`src/rtl/mult_unit.sv`:
```
`timescale 1ns/1ps
// Iterative shift-add multiplier (signed/unsigned) for the MULT instruction.
// Latency: start edge -> WIDTH busy cycles -> done with valid hi/lo in cycle WIDTH+1.
// No backpressure: start is ignored while busy; a start held through DONE chains the next op.
module mult_unit #(
    parameter int WIDTH = 32
) (
    input  logic             clk,
    input  logic             rst,
    input  logic             start,
    input  logic             is_signed,
    input  logic [WIDTH-1:0] a,
    input  logic [WIDTH-1:0] b,
    output logic             busy,
    output logic             done,
    output logic [WIDTH-1:0] hi,
    output logic [WIDTH-1:0] lo
);

    localparam int CW = (WIDTH > 1) ? $clog2(WIDTH) : 1;

    typedef enum logic [1:0] {
        IDLE = 2'd0,
        RUN  = 2'd1,
        DONE = 2'd2
    } state_t;

    state_t state;
    state_t state_nxt;

    // Accumulator: upper half collects partial sums, lower half starts as the
    // multiplier and is consumed one bit per iteration from the bottom.
    logic [2*WIDTH-1:0] acc;
    logic [2*WIDTH-1:0] acc_nxt;
    logic [WIDTH-1:0]   mcand;
    logic [CW-1:0]      cnt;
    logic               neg;

    logic               accept;
    logic               last_iter;
    logic [WIDTH-1:0]   a_mag;
    logic [WIDTH-1:0]   b_mag;
    logic [WIDTH:0]     sum;
    logic [2*WIDTH-1:0] result;

    assign accept    = start && ((state == IDLE) || (state == DONE));
    assign last_iter = (state == RUN) && (cnt == '0);

    // Operand magnitudes; negating the most-negative value wraps back to
    // 2^(WIDTH-1), which is exactly its magnitude when read as unsigned.
    always_comb begin
        a_mag = a;
        b_mag = b;
        if (is_signed && a[WIDTH-1]) begin
            a_mag = -a;
        end
        if (is_signed && b[WIDTH-1]) begin
            b_mag = -b;
        end
    end

    // One shift-add iteration: conditional add into the upper half with the
    // carry kept, then the whole accumulator shifts right so the carry lands
    // in the top bit.
    always_comb begin
        sum = {1'b0, acc[2*WIDTH-1:WIDTH]};
        if (acc[0]) begin
            sum = {1'b0, acc[2*WIDTH-1:WIDTH]} + {1'b0, mcand};
        end
        acc_nxt = {sum, acc[WIDTH-1:1]};
    end

    // Sign fix-up of the final magnitude product.
    always_comb begin
        result = acc_nxt;
        if (neg) begin
            result = -acc_nxt;
        end
    end

    // State register.
    always_ff @(posedge clk or posedge rst) begin
        if (rst) begin
            state <= IDLE;
        end else begin
            state <= state_nxt;
        end
    end

    // Next-state logic: RUN lasts exactly WIDTH cycles, DONE lasts one.
    always_comb begin
        state_nxt = state;
        case (state)
            IDLE: begin
                if (start) begin
                    state_nxt = RUN;
                end
            end
            RUN: begin
                if (cnt == '0) begin
                    state_nxt = DONE;
                end
            end
            DONE: begin
                if (start) begin
                    state_nxt = RUN;
                end else begin
                    state_nxt = IDLE;
                end
            end
            default: begin
                state_nxt = IDLE;
            end
        endcase
    end

    // Status outputs decode the registered state only, so inputs never reach
    // outputs combinationally.
    always_comb begin
        busy = 1'b0;
        done = 1'b0;
        case (state)
            RUN:     busy = 1'b1;
            DONE:    done = 1'b1;
            default: begin
                busy = 1'b0;
                done = 1'b0;
            end
        endcase
    end

    // Datapath: capture on accept, iterate in RUN, publish the product on the
    // edge that enters DONE; hi/lo hold otherwise.
    always_ff @(posedge clk or posedge rst) begin
        if (rst) begin
            acc   <= '0;
            mcand <= '0;
            cnt   <= '0;
            neg   <= 1'b0;
            hi    <= '0;
            lo    <= '0;
        end else if (accept) begin
            acc   <= {{WIDTH{1'b0}}, b_mag};
            mcand <= a_mag;
            cnt   <= CW'(WIDTH - 1);
            neg   <= is_signed && (a[WIDTH-1] ^ b[WIDTH-1]);
        end else if (state == RUN) begin
            acc <= acc_nxt;
            cnt <= cnt - CW'(1);
            if (last_iter) begin
                hi <= result[2*WIDTH-1:WIDTH];
                lo <= result[WIDTH-1:0];
            end
        end
    end

endmodule
```
`config.mk`:
```
export PLATFORM = sky130hd
export DESIGN_NAME = mult_unit
export DESIGN_NICKNAME = d
export VERILOG_FILES = /design/src/rtl/mult_unit.sv
export SDC_FILE = /design/constraint.sdc
export NUM_CORES = 1
export LEC_CHECK = 0
export ABC_AREA = 1
export BUFFER_PORTS_ARGS = -buffer_cell sky130_fd_sc_hd__buf_4
export CORE_UTILIZATION = 30
export DETAILED_ROUTE_END_ITERATION = 7
export HOLD_SLACK_MARGIN = 0.12
export PLACE_DENSITY = 0.44
export SKIP_CTS_REPAIR_TIMING = 1
export SYNTH_ARGS = -nofsm -noshare
export SYNTH_HDL_FRONTEND = slang
export SYNTH_SLANG_ARGS = --single-unit
```
`constraint.sdc`:
```
create_clock -name clk -period 6.4 [get_ports clk]
set_clock_uncertainty 0.1 [all_clocks]
set_input_delay 1.28 -clock clk [delete_from_list [all_inputs] [get_ports clk]]
set_output_delay 1.28 -clock clk [all_outputs]
set_load 0.01 [all_outputs]
```
After elaboration in Yosys (flattened, before gate mapping)
Cells that the tools add are included.

cells by class
  add/subtract/negate cells = 5
  multiply operators = 0
  div/mod/pow operators = 0
  order comparisons = 0
  eq/ne operators = 4
  shifts and indexed selects = 0
  multiplexer cells = 14
  bitwise gates (word level) = 2
  reduce and logical (&&, ||, !) cells = 11

operator list
  operator                                           number
  2-to-1 mux 64 bit                                  3
  2-to-1 mux 32 bit                                  2
  negator 32 bit                                     2
  negator 64 bit                                     1
  adder 32 x 32 -> 33 bit                            1
  2-to-1 mux 33 bit                                  1
  2-to-1 mux 5 bit                                   2
  one-hot mux 2 bit (3 select lines)                 1
  logical AND 1 bit                                  5
  logical NOT 5 bit                                  1
  subtractor 5 x 1 -> 5 bit (second input constant)  1
  2-to-1 mux 2 bit                                   2
  != test 2 bit (second input constant)              2
  2-to-1 mux 1 bit                                   3
  AND reduction 3 bit                                1
  == test 2 x 1 -> 1 bit (second input constant)     1
  == test 2 bit (second input constant)              1
  logical NOT 2 bit                                  1
  AND reduction 2 bit                                1
  nonzero test 2 bit                                 1
  logical OR 1 bit                                   1
  NOT 1 bit                                          1
  bitwise XOR 1 bit                                  1

word-level totals
  bits in registers = 168
  bits in latches = 0
  bits in writable memories = 0
  ROM bits = 0
  input port bits = 68
  output and inout port bits = 66
  logic and storage cells = 43
  memories = 0

Longest topological paths before layout
  depth in word-level cells = 5
  mapped depth = 24
  mapped depth without buffers = 23

Least setup slack after synthesis
OpenSTA, ideal clock, no wires.

  kind = input to register
  start = in b[0]
  end = reg acc[28]
  library setup time = 0.124 ns
  arrival = 2.894 ns
  path slack = 3.282 ns
  stages = 15
  cells stage by stage = inv_1 > ha_1 > inv_1 > nor3_2 > nand2_2 > nor3_4 > nand2_2 > nor2_2 > nand3_1 > nor3_2 > nand3_2 > nor2_2 > nand2_1 > a21oi_1 > o21bai_1

between the ends
  word-level cells in the longest chain between the ends = 3

RTL lines
  item                  RTL line  text
  from (decl)           13        input logic [WIDTH-1:0] b,
  negator 32 bit        58        b_mag = -b;
  2-to-1 mux 32 bit     57        if (is_signed && b[WIDTH-1]) begin
  2-to-1 mux 64 bit     142       end else if (accept) begin
  to (signal assigned)  143       acc <= {{WIDTH{1'b0}}, b_mag};
  to (signal assigned)  148       acc <= acc_nxt;
  to (decl)             33        logic [2*WIDTH-1:0] acc;

No other way between the ends.
A chain may end at the register's enable or synchronous reset.

Final worst setup path
  start = in is_signed
  end = reg acc[29]

between the ends
  word-level cells in the longest chain between the ends = 3

RTL lines
  item               RTL line  text
  from (decl)        11        input logic is_signed,
  logical AND 1 bit  57
  2-to-1 mux 32 bit  57
  2-to-1 mux 64 bit  142

No other way between the ends.

==> results by group <==
Detailed routing
  • DRC: 0
  • Vias per cell: 4.84
  • Via count: 12,700
  • First-pass DRT Iterations: 5
  • 1st-iter DRT viols: 673
  • Post-DRT Antenna Nets: 0
  • Avg WL per Cell: 17.0 um
  • Total Wirelength: 44.5 mm

Floorplan
  • Total core area: 42,100 sq um
  • Boundary Pins: 134
  • Die W: 209 um
  • FP Rows: 75
  • Die height: 209 um
  • Die footprint: 43,700 sq um
  • Starting density of the core: 0.305

Logic synthesis
  • Largest family of logic cells by synthesized area: simple AND/OR/NAND/NOR gates
  • Syn_area_per_cell: 6.57 sq um
  • Post-synthesis compound-gate area fraction: 0.111
  • Synth Flop Type: dfrtp_1
  • Mapped cell area: 12,900 sq um
  • Largest area contributor in the netlist: dfrtp_1
  • Syn Inst Count: 1,960
  • Warning count from the yosys run: 0
  • Post-synth EDFFs: 0
  • Synth Area in Adders: 0.0375
  • Synth Register Bits: 168
  • Seq/Total Area, Yosys: 0.327
  • Synth async-reset ratio: 1.00
  • Distinct cells, synth: 48
  • Mux contribution to synthesized area: 0
  • Syn_nets: 2,066
  • Post-Synth XOR/XNOR Area: 0.0524
  • Area contributors post-synth: dfrtp_1, nand2_1, inv_1, nand3_1, xor2_1
  • Yosys top cell area share: 0.327
  • Simple-gate share of the synthesized area: 0.369

Clock network
  • Clock-pin slew on the worst setup and hold paths: 70 ps
  • H-tree depth: 4
  • Root Driver: clkbuf_16
  • CTS tree: done
  • Max clock buf depth: 2
  • Clock latency on the worst-skew pair: 460 ps
  • Cts bufs inserted: 17
  • Clock sink total: 168

Timing
  • Worst slew margin: 0.170
  • Fmax: 287 MHz
  • RSZ-0062 raised after global routing: no
  • Final setup fails: 0
  • Setup TNS: 0 ps
  • Fin. Hold Viols: 0
  • Fin crit share: 0.544
  • Worst slew pin tran: 1240 ps
  • Min cycle time layout: 3480 ps
  • Final Hold Slack: 383 ps
  • Pins over their slew limit: 0

Layout
  • Most frequent cells in the layout: nand2_1, inv_1, nand3_1, dfrtp_1, nor2_1
  • Final layout net count: 2,167
  • Diode count: 0
  • Layout cell share with drive strength beyond 1: 0.135
  • Commonest non-fill, non-tap cell in the layout: nand2_1
  • Area delta synth->final: 16.0%
  • Cell Count, Final, Fillers Out: 2,613

Setup path
  • Crit path DAT: 3760 ps
  • Reg2Reg Depth: 18
  • CP Class: input pin to flip-flop
  • Critical path startpoint: is_signed
  • WP data required: 6670 ps
  • Worst Path Max Fanout: 35
  • CP Launch Type: input pin
  • RR Startpoint: acc[32]
  • CP Capture Type: flip-flop
  • Flop2flop setup slack: 3110 ps
  • Capturing point of the worst reg2reg path: hi[30]
  • Worst Setup EP: acc[29]

Global routing
  • GRT Total Usage: 0.210
  • First-pass GRT wire length: 70.6 mm
  • Overflow after GRT: 0
  • Largest net degree at the start of global routing: 78
  • Initial antenna violation count: 0
  • Vias in the first global route: 12,200

Placed design
  • HPWL Detailed: 35.0 mm
  • Final GP Congestion: 0.932
  • Placed insts: 2,581
  • I/O Buffers: 133

Run
  • Max Cap Violations: 0

Hold path
  • WHS Path Cells: 2
  • HP Class: flip-flop to flip-flop

Pwr
  • Maximum vdd ir drop: 0.000222 V
  • Cell Pwr Density: 543 nW/um^2
  • Total power: 0.00811 W
  • Leakage: 7.61 nW

Outcome
  • Outcome: completed
==> sequential cells by signal, summed over array words and instances, names as in the netlist <==
| name | cells |
|---|---|
| neg | 1 |
| state | 2 |
| acc | 64 |
| cnt | 5 |
| hi | 32 |
| mcand | 32 |
| lo | 32 |
==> synth_stat cells (all sizes together) (3+ instances only) <==
master / count
clkbuf: 42
nand4: 19
nor2: 174
nand3b: 6
inv: 280
buf: 19
o21ai: 123
o21bai: 4
o221ai: 26
and2: 3
nand3: 177
or2: 5
nor4: 5
o31ai: 6
clkinv: 6
a21oi: 41
dfrtp: 168
o211ai: 3
nor3: 25
a31oi: 3
nand2: 670
xor2: 66
xnor2: 11
o22ai: 31
ha: 37
==> cells by family after synthesis <==
family          after synthesis
compound gates              244
fa+ha+maj                    38
xor+xnor                     77
buf+inv                     347
flops                       168
simple gates               1086
==> power breakdown <==
group          internal [W]  switching (W)  leakage (nW)
clock              0.000549       0.000486         0.266
sequential          0.00147       0.000421          1.98
combinational       0.00167        0.00351          5.36
total               0.00369        0.00441          7.61
==> worst min-delay path by stage <==
stage                          from   endpoint  slack [ps]
after CTS                    hi[22]     hi[22]         390
after global placement       hi[31]     hi[31]         360
final                        hi[30]     hi[30]         380
after floorplan           mcand[31]  mcand[31]         350
after global routing         hi[22]     hi[22]         400
after detailed placement     hi[26]     hi[26]         370
==> critical path, stage by stage <==
cell	delay, ps
buf_4	130
nand2_1	550
clkinv_1	1060
nand2_1	270
o21ai_0	140
nand2_1	100
nand2_1	50
o221ai_1	170
==> final cells by class <==
| cell class | count | area (sq um) |
|---|---|---|
| Fill cell | 4591 | 27200 |
| Multi-Input combinational cell | 1445 | 7330 |
| Sequential cell | 168 | 4210 |
| Inverter | 286 | 1080 |
| Timing Repair Buffer | 143 | 1070 |
| Tap cell | 539 | 674 |
| Clock buffer | 19 | 443 |
| Clock inverter | 13 | 123 |
==> per-layer routing <==
metal / GRT usage / up-vias / share of wire
met5: 0 / - / 0
met3: 0.0269 / 30 / 0.035
met4: 0.0512 / 0 / 0.015
met1: 0.285 / 5911 / 0.47
met2: 0.350 / 254 / 0.48
li1: - / 6464 / -
==> stage by stage <==
| step | worst slack, ps | utilization | instance area, sq um |
|---|---|---|---|
| 4_1_cts | 2930 | 0.354 | 14900 |
| 2_1_floorplan | 473 | - | 12900 |
| 6_report | 2920 | 0.354 | 14900 |
| 3_5_place_dp | 2410 | 0.341 | 14400 |
| 3_3_place_gp | 2450 | 0.341 | 14400 |
| 5_1_grt | 2700 | 0.354 | 14900 |
(Power assumes the default switching activity.)
